File: src/rtl/mem_arbiter.sv
// Two-master (IFU/LSU) round-robin arbiter onto one variable-latency memory port,
// with a response watchdog that completes the owner with an error on timeout.
module mem_arbiter #(
  parameter int unsigned TIMEOUT = 255,
  parameter int unsigned ADDR_W  = 32,
  parameter int unsigned DATA_W  = 32
) (
  input  logic              clk,
  input  logic              rst,
  input  logic              ifu_req_valid,
  output logic              ifu_req_ready,
  input  logic [ADDR_W-1:0] ifu_addr,
  output logic              ifu_resp_valid,
  output logic [DATA_W-1:0] ifu_resp_data,
  output logic              ifu_resp_err,
  input  logic              lsu_req_valid,
  output logic              lsu_req_ready,
  input  logic [ADDR_W-1:0] lsu_addr,
  input  logic              lsu_wen,
  input  logic [DATA_W-1:0] lsu_wdata,
  input  logic [7:0]        lsu_wmask,
  output logic              lsu_resp_valid,
  output logic [DATA_W-1:0] lsu_resp_data,
  output logic              lsu_resp_err,
  output logic              mem_req_valid,
  input  logic              mem_req_ready,
  output logic [ADDR_W-1:0] mem_addr,
  output logic              mem_wen,
  output logic [DATA_W-1:0] mem_wdata,
  output logic [7:0]        mem_wmask,
  input  logic              mem_resp_valid,
  input  logic [DATA_W-1:0] mem_resp_data
);

  localparam int unsigned CNT_W  = 16;
  localparam int unsigned MASK_W = 8;

  typedef enum logic [1:0] {S_IDLE, S_REQ, S_RESP} state_t;
  typedef enum logic {M_IFU, M_LSU} master_t;

  typedef struct packed {
    logic [ADDR_W-1:0] addr;
    logic              wen;
    logic [DATA_W-1:0] wdata;
    logic [MASK_W-1:0] wmask;
  } req_t;

  state_t            state_q, state_d;
  master_t           owner_q, owner_d;
  master_t           last_q, last_d;
  req_t              req_q, req_d;
  logic [CNT_W-1:0]  cnt_q, cnt_d;
  logic              mem_req_valid_d;
  logic              ifu_rv_d, lsu_rv_d;
  logic              ifu_err_d, lsu_err_d;
  logic [DATA_W-1:0] ifu_data_d, lsu_data_d;
  logic              grant_ifu, grant_lsu;
  logic              done, done_err;

  assign ifu_req_ready = grant_ifu;
  assign lsu_req_ready = grant_lsu;
  assign mem_addr      = req_q.addr;
  assign mem_wen       = req_q.wen;
  assign mem_wdata     = req_q.wdata;
  assign mem_wmask     = req_q.wmask;

  // Next-state, arbitration and completion logic.
  always_comb begin
    state_d         = state_q;
    owner_d         = owner_q;
    last_d          = last_q;
    req_d           = req_q;
    cnt_d           = cnt_q;
    mem_req_valid_d = 1'b0;
    ifu_rv_d        = 1'b0;
    lsu_rv_d        = 1'b0;
    ifu_err_d       = ifu_resp_err;
    lsu_err_d       = lsu_resp_err;
    ifu_data_d      = ifu_resp_data;
    lsu_data_d      = lsu_resp_data;
    grant_ifu       = 1'b0;
    grant_lsu       = 1'b0;
    done            = 1'b0;
    done_err        = 1'b0;

    case (state_q)
      S_IDLE: begin
        // Ready is gated by reset so nothing handshakes while held in reset.
        if (rst) begin
          if (ifu_req_valid && lsu_req_valid) begin
            grant_lsu = (last_q == M_IFU);
            grant_ifu = (last_q == M_LSU);
          end else begin
            grant_ifu = ifu_req_valid;
            grant_lsu = lsu_req_valid;
          end
        end
        if (grant_ifu) begin
          owner_d         = M_IFU;
          last_d          = M_IFU;
          req_d.addr      = ifu_addr;
          req_d.wen       = 1'b0;
          req_d.wdata     = '0;
          req_d.wmask     = '0;
          mem_req_valid_d = 1'b1;
          state_d         = S_REQ;
        end else if (grant_lsu) begin
          owner_d         = M_LSU;
          last_d          = M_LSU;
          req_d.addr      = lsu_addr;
          req_d.wen       = lsu_wen;
          req_d.wdata     = lsu_wdata;
          req_d.wmask     = lsu_wmask;
          mem_req_valid_d = 1'b1;
          state_d         = S_REQ;
        end
      end
      S_REQ: begin
        mem_req_valid_d = 1'b1;
        if (mem_req_ready) begin
          mem_req_valid_d = 1'b0;
          cnt_d           = '0;
          state_d         = S_RESP;
        end
      end
      S_RESP: begin
        cnt_d = cnt_q + CNT_W'(1);
        if (mem_resp_valid) begin
          done = 1'b1;
        end else if (cnt_q == CNT_W'(TIMEOUT - 1)) begin
          done     = 1'b1;
          done_err = 1'b1;
        end
        if (done) state_d = S_IDLE;
      end
      default: state_d = S_IDLE;
    endcase

    // Stores and timeouts complete with zero data.
    if (done) begin
      if (owner_q == M_LSU) begin
        lsu_rv_d   = 1'b1;
        lsu_err_d  = done_err;
        lsu_data_d = (done_err || req_q.wen) ? '0 : mem_resp_data;
      end else begin
        ifu_rv_d   = 1'b1;
        ifu_err_d  = done_err;
        ifu_data_d = done_err ? '0 : mem_resp_data;
      end
    end
  end

  // State and registered outputs.
  always_ff @(posedge clk or negedge rst) begin
    if (!rst) begin
      state_q        <= S_IDLE;
      owner_q        <= M_IFU;
      last_q         <= M_IFU;
      req_q          <= '0;
      cnt_q          <= '0;
      mem_req_valid  <= 1'b0;
      ifu_resp_valid <= 1'b0;
      ifu_resp_data  <= '0;
      ifu_resp_err   <= 1'b0;
      lsu_resp_valid <= 1'b0;
      lsu_resp_data  <= '0;
      lsu_resp_err   <= 1'b0;
    end else begin
      state_q        <= state_d;
      owner_q        <= owner_d;
      last_q         <= last_d;
      req_q          <= req_d;
      cnt_q          <= cnt_d;
      mem_req_valid  <= mem_req_valid_d;
      ifu_resp_valid <= ifu_rv_d;
      ifu_resp_data  <= ifu_data_d;
      ifu_resp_err   <= ifu_err_d;
      lsu_resp_valid <= lsu_rv_d;
      lsu_resp_data  <= lsu_data_d;
      lsu_resp_err   <= lsu_err_d;
    end
  end

endmodule
File: config.mk
export PLATFORM = sky130hd
export DESIGN_NAME = mem_arbiter
export DESIGN_NICKNAME = d
export VERILOG_FILES = /design/src/rtl/mem_arbiter.sv
export SDC_FILE = /design/constraint.sdc
export NUM_CORES = 1
export LEC_CHECK = 0
export ABC_AREA = 1
export BUFFER_PORTS_ARGS = -buffer_cell sky130_fd_sc_hd__buf_4
export CAP_MARGIN = 40
export CORE_MARGIN = 10
export CORE_UTILIZATION = 45
export CTS_BUF_LIST = sky130_fd_sc_hd__clkbuf_8
export CTS_CLUSTER_DIAMETER = 80
export DETAILED_ROUTE_END_ITERATION = 7
export PLACE_DENSITY = 0.78
export SLEW_MARGIN = 25
export SYNTH_ARGS = -nofsm -noshare
export SYNTH_HDL_FRONTEND = slang
export SYNTH_SLANG_ARGS = --single-unit
File: constraint.sdc
create_clock -name clk -period 1.55 [get_ports clk]
set_input_delay 0.31 -clock clk [delete_from_list [all_inputs] [get_ports clk]]
set_output_delay 0.31 -clock clk [all_outputs]
set_load 0.005 [all_outputs]
# After elaboration in Yosys (flattened, before gate mapping)
# Index checks and enable logic that the tools add are counted.
op_classes:
  add_sub_neg: 1
  eq_ne: 6
  muxes: 35
  n_bitwise: 1
  n_reduce_logical: 10
op_table:
  columns: ["cell", "count"]
  rows:
  - ["$mux W73", 2]
  - ["$mux W32", 2]
  - ["$pmux W16 S2", 1]
  - ["$mux W1", 23]
  - ["$add A16 B1 Y16 const B", 1]
  - ["$eq A16 B8 Y1 const B", 1]
  - ["$mux W16", 1]
  - ["$mux W2", 4]
  - ["$reduce_and A2 Y1", 4]
  - ["$pmux W2 S3", 1]
  - ["$ne A2 B2 Y1 const B", 2]
  - ["$reduce_bool A2 Y1", 2]
  - ["$ne A3 B3 Y1 const B", 1]
  - ["$reduce_and A3 Y1", 1]
  - ["$eq A2 B1 Y1 const B", 1]
  - ["$eq A2 B2 Y1 const B", 1]
  - ["$logic_not A2 Y1", 1]
  - ["$pmux W1 S2", 1]
  - ["$logic_and A1 B1 Y1", 1]
  - ["$logic_or A1 B1 Y1", 1]
  - ["$not A1 Y1", 1]
totals:
  reg_bits: 161
  in_bits: 143
  output_inout_bits: 144
  wordCells: 67

# Depth between registers and ports, before layout
# Gate-level depths: netlist of run 1.
depth:
  word_depth: 7
  ltp_mapped: 11
  mapped_depth_nobuf: 9

# Worst setup path after synthesis of run 1
# No wires, ideal clock.
synth_timing:
  kind: "register to register"
  from: "register cnt_q[0]"
  to: "register ifu_resp_data[14]"
  setup_time_ps: 117
  arrival_time_ps: 1389
  required_ps: 1433
  slack_ps: 44
  stages_incl_launch_ff: 12
  n_path_buf: 2
  synth_period_minus_slack_ps: 1506
  cell_sequence: "dfrtp_1 inv_1 ha_1 nand3_1 nor2_2 nand2_1 nand2_2 nand3_2 buf_6 buf_6 nand2_1 o21ai_2"
synth_via:
  elab_chain_len: 6
synth_lines:
  columns: ["item", "line", "source"]
  rows:
  - ["start, declared", "52", "logic [CNT_W-1:0] cnt_q, cnt_d;"]
  - ["start signal, assigned", "173", "cnt_q <= cnt_d;"]
  - ["$eq A16 B8 Y1 *", "130", "end else if (cnt_q == CNT_W'(TIMEOUT - 1)) begin"]
  - ["$mux W1 *", "130", null]
  - ["$mux W1", "128", "if (mem_resp_valid) begin"]
  - ["$mux W1 (2 in a row)", "86", "case (state_q)"]
  - ["$reduce_and A2 Y1 (no line)", null, null]
  - ["end signal, assigned", "176", "ifu_resp_data <= ifu_data_d;"]
  - ["end, declared", "14", "output logic [DATA_W-1:0] ifu_resp_data,"]
# Every way passes the cells marked *; elsewhere a longest branch is shown, timed or not. The select of a mux whose other input is x is not followed.
# A chain may end at the register's enable or synchronous reset.

# Worst setup path after layout of run 1
layout_timing:
  from: "register cnt_q[0]"
  to: "register lsu_resp_data[14]"
layout_via:
  elab_chain_len: 6
layout_lines:
  columns: ["item", "line", "source"]
  rows:
  - ["$eq A16 B8 Y1 *", "130", null]
  - ["$mux W1 *", "130", null]
  - ["$mux W1", "128", null]
  - ["$mux W1", "86", null]
  - ["$mux W1 / $logic_or A1 B1 Y1 (equally long branches)", "86, 144", null]
  - ["$reduce_and A2 Y1 (no line) / $mux W32 (equally long branches)", null, null]
  - ["end signal, assigned", "179", "lsu_resp_data <= lsu_data_d;"]
  - ["end, declared", "23", "output logic [DATA_W-1:0] lsu_resp_data,"]
# Marks and branches as above.

==> impl_metrics.csv, run 1 <==
group,metric,value,unit
yosys,postSynthAreaPerCell,9.555,µm²
yosys,syn_nets,883,
global_routing,antenna_found_initial,0,
timing,setup_violations,73,
detailed_routing,wire_per_inst,21.92,µm
timing,finalCriticalPeriod,1.794,ns
timing,tightest_slew,0.6358,ns
cts,clk_pin_slew,0.09,ns
placement,dp_worst_setup_slack,-0.06397,ns
yosys,ys_warn_count,0,
timing,hold_viol,0,
timing,rsz0062_at_grt,"yes",
yosys,synth_area,0.007052,mm²
detailed_routing,ant_nets,0,
timing,worst_slack,-0.2438,ns
placement,place_area,0.009582,mm²
global_routing,grt_overflow_total,0,
detailed_routing,drt-initial-drc-count,463,
power_and_ir_drop,power_density,1693,mW/mm²
cells_and_area,drive_above_1_share,55.65,%
global_routing,grt_pass1_vias,7421,
placement,io_buffers,286,
setup_path,cp-start-kind,"register",
yosys,netlist.area_leader.share,57.13,%
die,die_w,145.2,µm
cells_and_area,syn2layout_area_growth,66.77,%
yosys,synthCells,738,
placement,hpwl,18160,µm
setup_path,crit_required,1.92,ns
cells_and_area,final_cell_mix,"buf_4 (330), dfrtp_1 (160), nand2_1 (76)",
yosys,yosysSeqAreaShare,57.13,%
timing,max-slew-margin-rel,57.61,%
timing,drv_slew,0,
worst_hold_path,hold_class,"input pin to register",
detailed_routing,avgViaCountPerCell,5.410,
job,drv_cap,0,
timing,finalCritPeriodShare,115.7,%
global_routing,grt_max_degree,84,
die,core-area,0.01526,mm²
cts,cts.sinks,161,
cells_and_area,final_common_cell,"buf_4",
detailed_routing,finalWirelength,28890,µm
setup_path,path_class,"register to register",
cts,cts_root_buf,"clkbuf_8",
yosys,synthDistinctLibCells,27,
power_and_ir_drop,totalPowerFinal,19.91,mW
run_status,status,"finished, violations left",
die,rows,45,
yosys,synth_area_leader_cell,"dfrtp_1",
cells_and_area,nNetsFinal,1239,
detailed_routing,vias,7130,
cts,clock_path_buffers,2,
cells_and_area,fin_area,0.01176,mm²
timing,setup-tns-final,-12.03,ns
power_and_ir_drop,vdd_drop_max,0.9967,mV
setup_path,crit_arrival,2.16,ns
timing,skew,0.01950,ns
cts,cts_tree,"built",
die,fp.dieH,145.2,µm
die,dieArea,0.02108,mm²
power_and_ir_drop,p_leak,5.880,nW
setup_path,end_kind,"register",
die,ios,287,
setup_path,worstPathMaxFanout,6,
cts,cts_htree_levels,4,
cts,insertion_delay,0.48,ns
cts,cts_buffers,17,
yosys,ys_ff_latch,161,
timing,fmax,0.5575,GHz
die,initial_core_util,46.22,%
cells_and_area,insertedDiodeCount,0,
yosys,synthTopCellsByArea,"dfrtp_1 (57%), nand2_1 (8.8%), a22o_1 (5.0%)",
run_status,violations,"negative setup slack",
detailed_routing,drt_first_pass_iters,5,
placement,gp_congestion,0.8532,
detailed_routing,drcViolationCount,0,
global_routing,grtUsageTotal,25.72,%
cells_and_area,fillCellCount,1015,
global_routing,grt_pass1_wl,42750,µm
[sequential cells by signal, indices dropped and copies added (netlist names)]
register        cells
mem_req_valid       1
lsu_resp_data      32
ifu_resp_err        1
ifu_resp_data      32
lsu_resp_valid      1
mem_wmask           8
mem_addr           32
mem_wen             1
mem_wdata          32
last_q              1
lsu_resp_err        1
state_q             2
cnt_q              16
ifu_resp_valid      1
[metal layers]
layer  track usage [%]  share of wire, %  vias to the layer above
li1                  -                 -                     3226
met1             28.01                36                     3500
met2             43.99                52                      332
met3             9.376               8.8                       72
met4             11.48               3.7                        0
met5                 0                 0                        -
[what timing repair did]
action	4_1_cts	5_1_grt
setup buffers	29	11
gates resized for setup	159	102
hold buffers	1	0
pin swaps	30	19
endpoints found under the hold margin	80	0
gates cloned	20	5
setup endpoints to repair	66	152
[where the power goes]
part | switching, mW | total, mW | internal [mW] | leakage (nW)
combinational | 4.37 | 9.41 | 5.04 | 3.62
clock | 1.66 | 3.24 | 1.58 | 0.207
sequential | 1.29 | 7.26 | 5.97 | 2.05
total | 7.32 | 19.9 | 12.6 | 5.88
[Yosys cell counts]
cell	number
nand2_1	165
nand3_2	2
o22ai_1	4
o31ai_1	33
a21oi_1	35
ha_1	2
nor3_1	2
xor2_1	2
nor2_2	1
inv_1	34
buf_2	18
o21ai_2	26
a22o_1	40
nand3_1	43
a21oi_2	1
nand4_1	5
nor2_1	57
mux2i_1	1
o21ai_1	37
inv_2	5
buf_6	12
buf_4	3
nand2_2	11
clkbuf_1	15
o21ai_0	21
clkbuf_2	2
dfrtp_1	161
[final cells by class]
class                   count  area [µm²]  share of cell area, %
clock inverters            15       168.9                  1.436
repair buffers            387        3601                  30.62
well taps                 211       264.0                  2.245
clock buffers              17       234.0                  1.990
multi-input cells         488        3296                  28.02
inverters                  39       166.4                  1.415
flip-flops and latches    161        4030                  34.27
[worst paths after layout]
kind                          startpoint                 to  slack (ns)  cells past startpoint
hold / removal             mem_req_ready      mem_req_valid        0.04                      2
max in group asynchronous            rst  ifu_resp_data[15]        0.40                      4
setup / recovery                cnt_q[0]  lsu_resp_data[14]       -0.24                     12
hold reg to reg             mem_addr[26]       mem_addr[26]        0.49                      2
min in group asynchronous            rst      mem_wdata[23]        0.46                      3
setup reg to reg                cnt_q[0]  lsu_resp_data[14]       -0.24                     12
[kinds of logic (layout without fill, tap and decap cells)]
family / count (synthesis) / in the layout / synth area share [%]
AO/OA/AOI/OAI: 197 / 197 / 18.79
AND/OR/NAND/NOR: 286 / 286 / 16.80
buffers and inverters: 89 / 458 / 6.529
multiplexers: 1 / 1 / 0.1420
flip-flops: 161 / 161 / 57.13
XOR/XNOR: 2 / 2 / 0.2484
adder cells (fa/ha/maj): 2 / 2 / 0.3548
[worst max-delay path, cell delays in order (launching register included)]
cell and delay, ns:
dfrtp_1 0.40, inv_2 0.09, ha_4 0.15, nand3_2 0.07, nor2_2 0.11, nand2_1 0.06, nand2_2 0.08, buf_6 0.11
nand3_4 0.14, buf_12 0.20, buf_16 0.14, nand2_2 0.07, o21ai_2 0.06
[through the flow]
step,instances,utilization (%),hold slack (ns)
2_1_floorplan,738,-,0.01441
3_3_place_gp,1225,62.48,0.4652
3_5_place_dp,1227,62.80,0.3761
4_1_cts,1308,74.30,0.03004
5_1_grt,1318,77.07,0.02696
6_report,1318,77.07,0.04066
Power figures use the tool's default switching activity.
==> run 2, diff against run 1 <==
--- a/config.mk
+++ b/config.mk
@@ -5,15 +5,16 @@
 export SDC_FILE = /design/constraint.sdc
 export NUM_CORES = 1
 export LEC_CHECK = 0
-export ABC_AREA = 1
+export ABC_AREA = 0
 export BUFFER_PORTS_ARGS = -buffer_cell sky130_fd_sc_hd__buf_4
 export CAP_MARGIN = 40
+export CORE_ASPECT_RATIO = 1.75
 export CORE_MARGIN = 10
-export CORE_UTILIZATION = 45
+export CORE_UTILIZATION = 44
 export CTS_BUF_LIST = sky130_fd_sc_hd__clkbuf_8
 export CTS_CLUSTER_DIAMETER = 80
 export DETAILED_ROUTE_END_ITERATION = 7
-export PLACE_DENSITY = 0.78
+export PLACE_DENSITY = 0.79
 export SLEW_MARGIN = 25
 export SYNTH_ARGS = -nofsm -noshare
 export SYNTH_HDL_FRONTEND = slang
==> impl_metrics.csv, run 2 <==
group,metric,value,unit
die,die_w,111.0,µm
yosys,synth_commonest_cells,"dfrtp_1 (161), a22o_1 (105), nand2_1 (48)",
yosys,synth-edff-count,0,
placement,hpwl,15800,µm
placement,gp_congestion,0.8745,
placement,io_buffers,286,
cts,cts_buffers,17,
global_routing,grt_pass1_wl,32110,µm
timing,hold_viol,0,
timing,rsz0062_at_grt,"yes",
yosys,synth_flop_cell,"dfrtp_1",
die,ios,287,
cts,cts_tree,"built",
yosys,syn_nets,639,
die,rows,58,
yosys,ys_ff_latch,161,
worst_hold_path,hold_class,"input pin to register",
timing,setup_violations,73,
cells_and_area,drive_above_1_share,49.42,%
detailed_routing,avgViaCountPerCell,5.472,
power_and_ir_drop,p_leak,5.273,nW
cts,cts_htree_levels,4,
run_status,violations,"negative setup slack",
timing,drv_slew,0,
yosys,synth_area,0.006375,mm²
power_and_ir_drop,vdd_drop_max,1.001,mV
die,core-area,0.01430,mm²
global_routing,grtUsageTotal,20.00,%
cells_and_area,insertedDiodeCount,0,
yosys,ys_warn_count,0,
cts,cts_root_buf,"clkbuf_8",
power_and_ir_drop,totalPowerFinal,17.25,mW
job,drv_cap,0,
setup_path,cp-start-kind,"register",
timing,fmax,0.4779,GHz
yosys,synthDistinctLibCells,39,
global_routing,grt_max_degree,112,
die,fp.dieH,179.2,µm
yosys,postSynthAreaPerCell,12.90,µm²
setup_path,crit_arrival,2.43,ns
cts,clk_pin_slew,0.09,ns
detailed_routing,wire_per_inst,22.12,µm
detailed_routing,vias,5669,
detailed_routing,drt_first_pass_iters,4,
yosys,synth_area_leader_cell,"dfrtp_1",
detailed_routing,drt-initial-drc-count,228,
cells_and_area,fillCellCount,991,
yosys,netlist.area_leader.share,63.20,%
timing,max-slew-margin-rel,58.55,%
timing,finalCriticalPeriod,2.092,ns
yosys,synthCells,494,
detailed_routing,finalWirelength,22910,µm
setup_path,worstPathMaxFanout,8,
global_routing,grt_overflow_total,0,
yosys,yosysMostFrequentCell,"dfrtp_1",
cts,insertion_delay,0.45,ns
detailed_routing,drcViolationCount,0,
global_routing,antenna_found_initial,0,
cells_and_area,fin_area,0.01005,mm²
placement,place_area,0.009011,mm²
cells_and_area,nNetsFinal,988,
yosys,synthTopCellsByArea,"dfrtp_1 (63%), a22o_1 (14%), mux2i_1 (6.1%)",
cells_and_area,syn2layout_area_growth,57.66,%
cells_and_area,final_cell_mix,"buf_4 (323), dfrtp_1 (161), a22o_1 (105)",
run_status,status,"finished, violations left",
power_and_ir_drop,power_density,1716,mW/mm²
die,initial_core_util,44.59,%
cts,cts.sinks,161,
cts,clock_path_buffers,2,
timing,skew,0.01688,ns
yosys,synth_async_sr_flop_share,100.0,%
timing,worst_slack,-0.5424,ns
cells_and_area,final_common_cell,"buf_4",
setup_path,path_class,"register to register",
timing,tightest_slew,0.6218,ns
setup_path,crit_required,1.89,ns
die,dieArea,0.01989,mm²
yosys,yosysSeqAreaShare,63.20,%
timing,setup-tns-final,-33.86,ns
detailed_routing,ant_nets,0,
global_routing,grt_pass1_vias,6064,
timing,finalCritPeriodShare,135.0,%
setup_path,end_kind,"register",
==> run 2: area by class of cell <==
type	count	area, µm²	area share (%)
multi-input cells	296	2306	22.94
flip-flops and latches	161	4029	40.08
inverters	5	18.77	0.1867
well taps	180	225.2	2.241
clock inverters	15	136.4	1.357
clock buffers	17	234.0	2.328
repair buffers	362	3102	30.86
==> run 2: final timing paths <==
kind                                     to  slack, ns      startpoint  cells past startpoint
hold / removal                 lsu_resp_err       0.06  mem_resp_valid                      2
min in group asynchronous      mem_addr[15]       0.59             rst                      3
setup reg to reg           ifu_resp_data[1]      -0.54       cnt_q[15]                      6
max in group asynchronous      mem_wdata[3]       0.44             rst                      3
setup / recovery           ifu_resp_data[1]      -0.54       cnt_q[15]                      6
hold reg to reg                mem_addr[18]       0.50    mem_addr[18]                      2
==> run 2: report_power, final <==
| group | switching (mW) | total, mW | internal [mW] |
|---|---|---|---|
| registers | 1.20 | 7.16 | 5.96 |
| clock network | 1.74 | 2.93 | 1.19 |
| logic | 2.81 | 7.15 | 4.34 |
| total | 5.75 | 17.2 | 11.5 |
==> run 2: repair_timing <==
item                       CTS  global route
setup buffers               10            10
hold buffers                 1             0
setup endpoints to repair   75           108
hold endpoints to repair   113             0
gates cloned                 0            14
resized for setup           18            36
pin swaps                    7            52
==> run 2: critical path, cell delays in order, from the launching register on <==
cell,delay (ns)
dfrtp_1,0.39
or4_4,0.56
o41ai_4,0.36
buf_6,0.17
nand2_8,0.07
clkbuf_16,0.18
a22o_1,0.23
==> run 2: stage by stage <==
stage	std cells	setup WS [ns]	utilization [%]	hold slack, ns
floorplan	494	-0.4987	-	0.01441
global placement	970	-0.4770	63.03	0.4424
detailed placement	970	-0.5211	63.03	0.4567
CTS	1013	-0.5279	66.83	0.03116
global route	1036	-0.5922	70.30	0.04116
finish	1036	-0.5424	70.30	0.05967
==> run 2: per-layer routing <==
layer / GRT usage [%] / share of wire, % / vias up / routed length, µm
met4: 8.987 / 3.1 / 0 / 721
li1: - / - / 2539 / -
met1: 20.86 / 35 / 2820 / 8039
met2: 35.82 / 55 / 264 / 12520
met3: 6.533 / 7.1 / 46 / 1628
met5: 0 / 0 / - / 0
==> run 2: kinds of logic (layout without fill, tap and decap cells) <==
kind of cell | count (synthesis) | in the layout | synth area share (%)
AO/OA/AOI/OAI | 162 | 163 | 19.63
adder cells (fa/ha/maj) | 2 | 2 | 0.3925
buffers and inverters | 38 | 399 | 3.356
flip-flops | 161 | 161 | 63.20
multiplexers | 39 | 39 | 6.124
AND/OR/NAND/NOR | 92 | 92 | 7.301
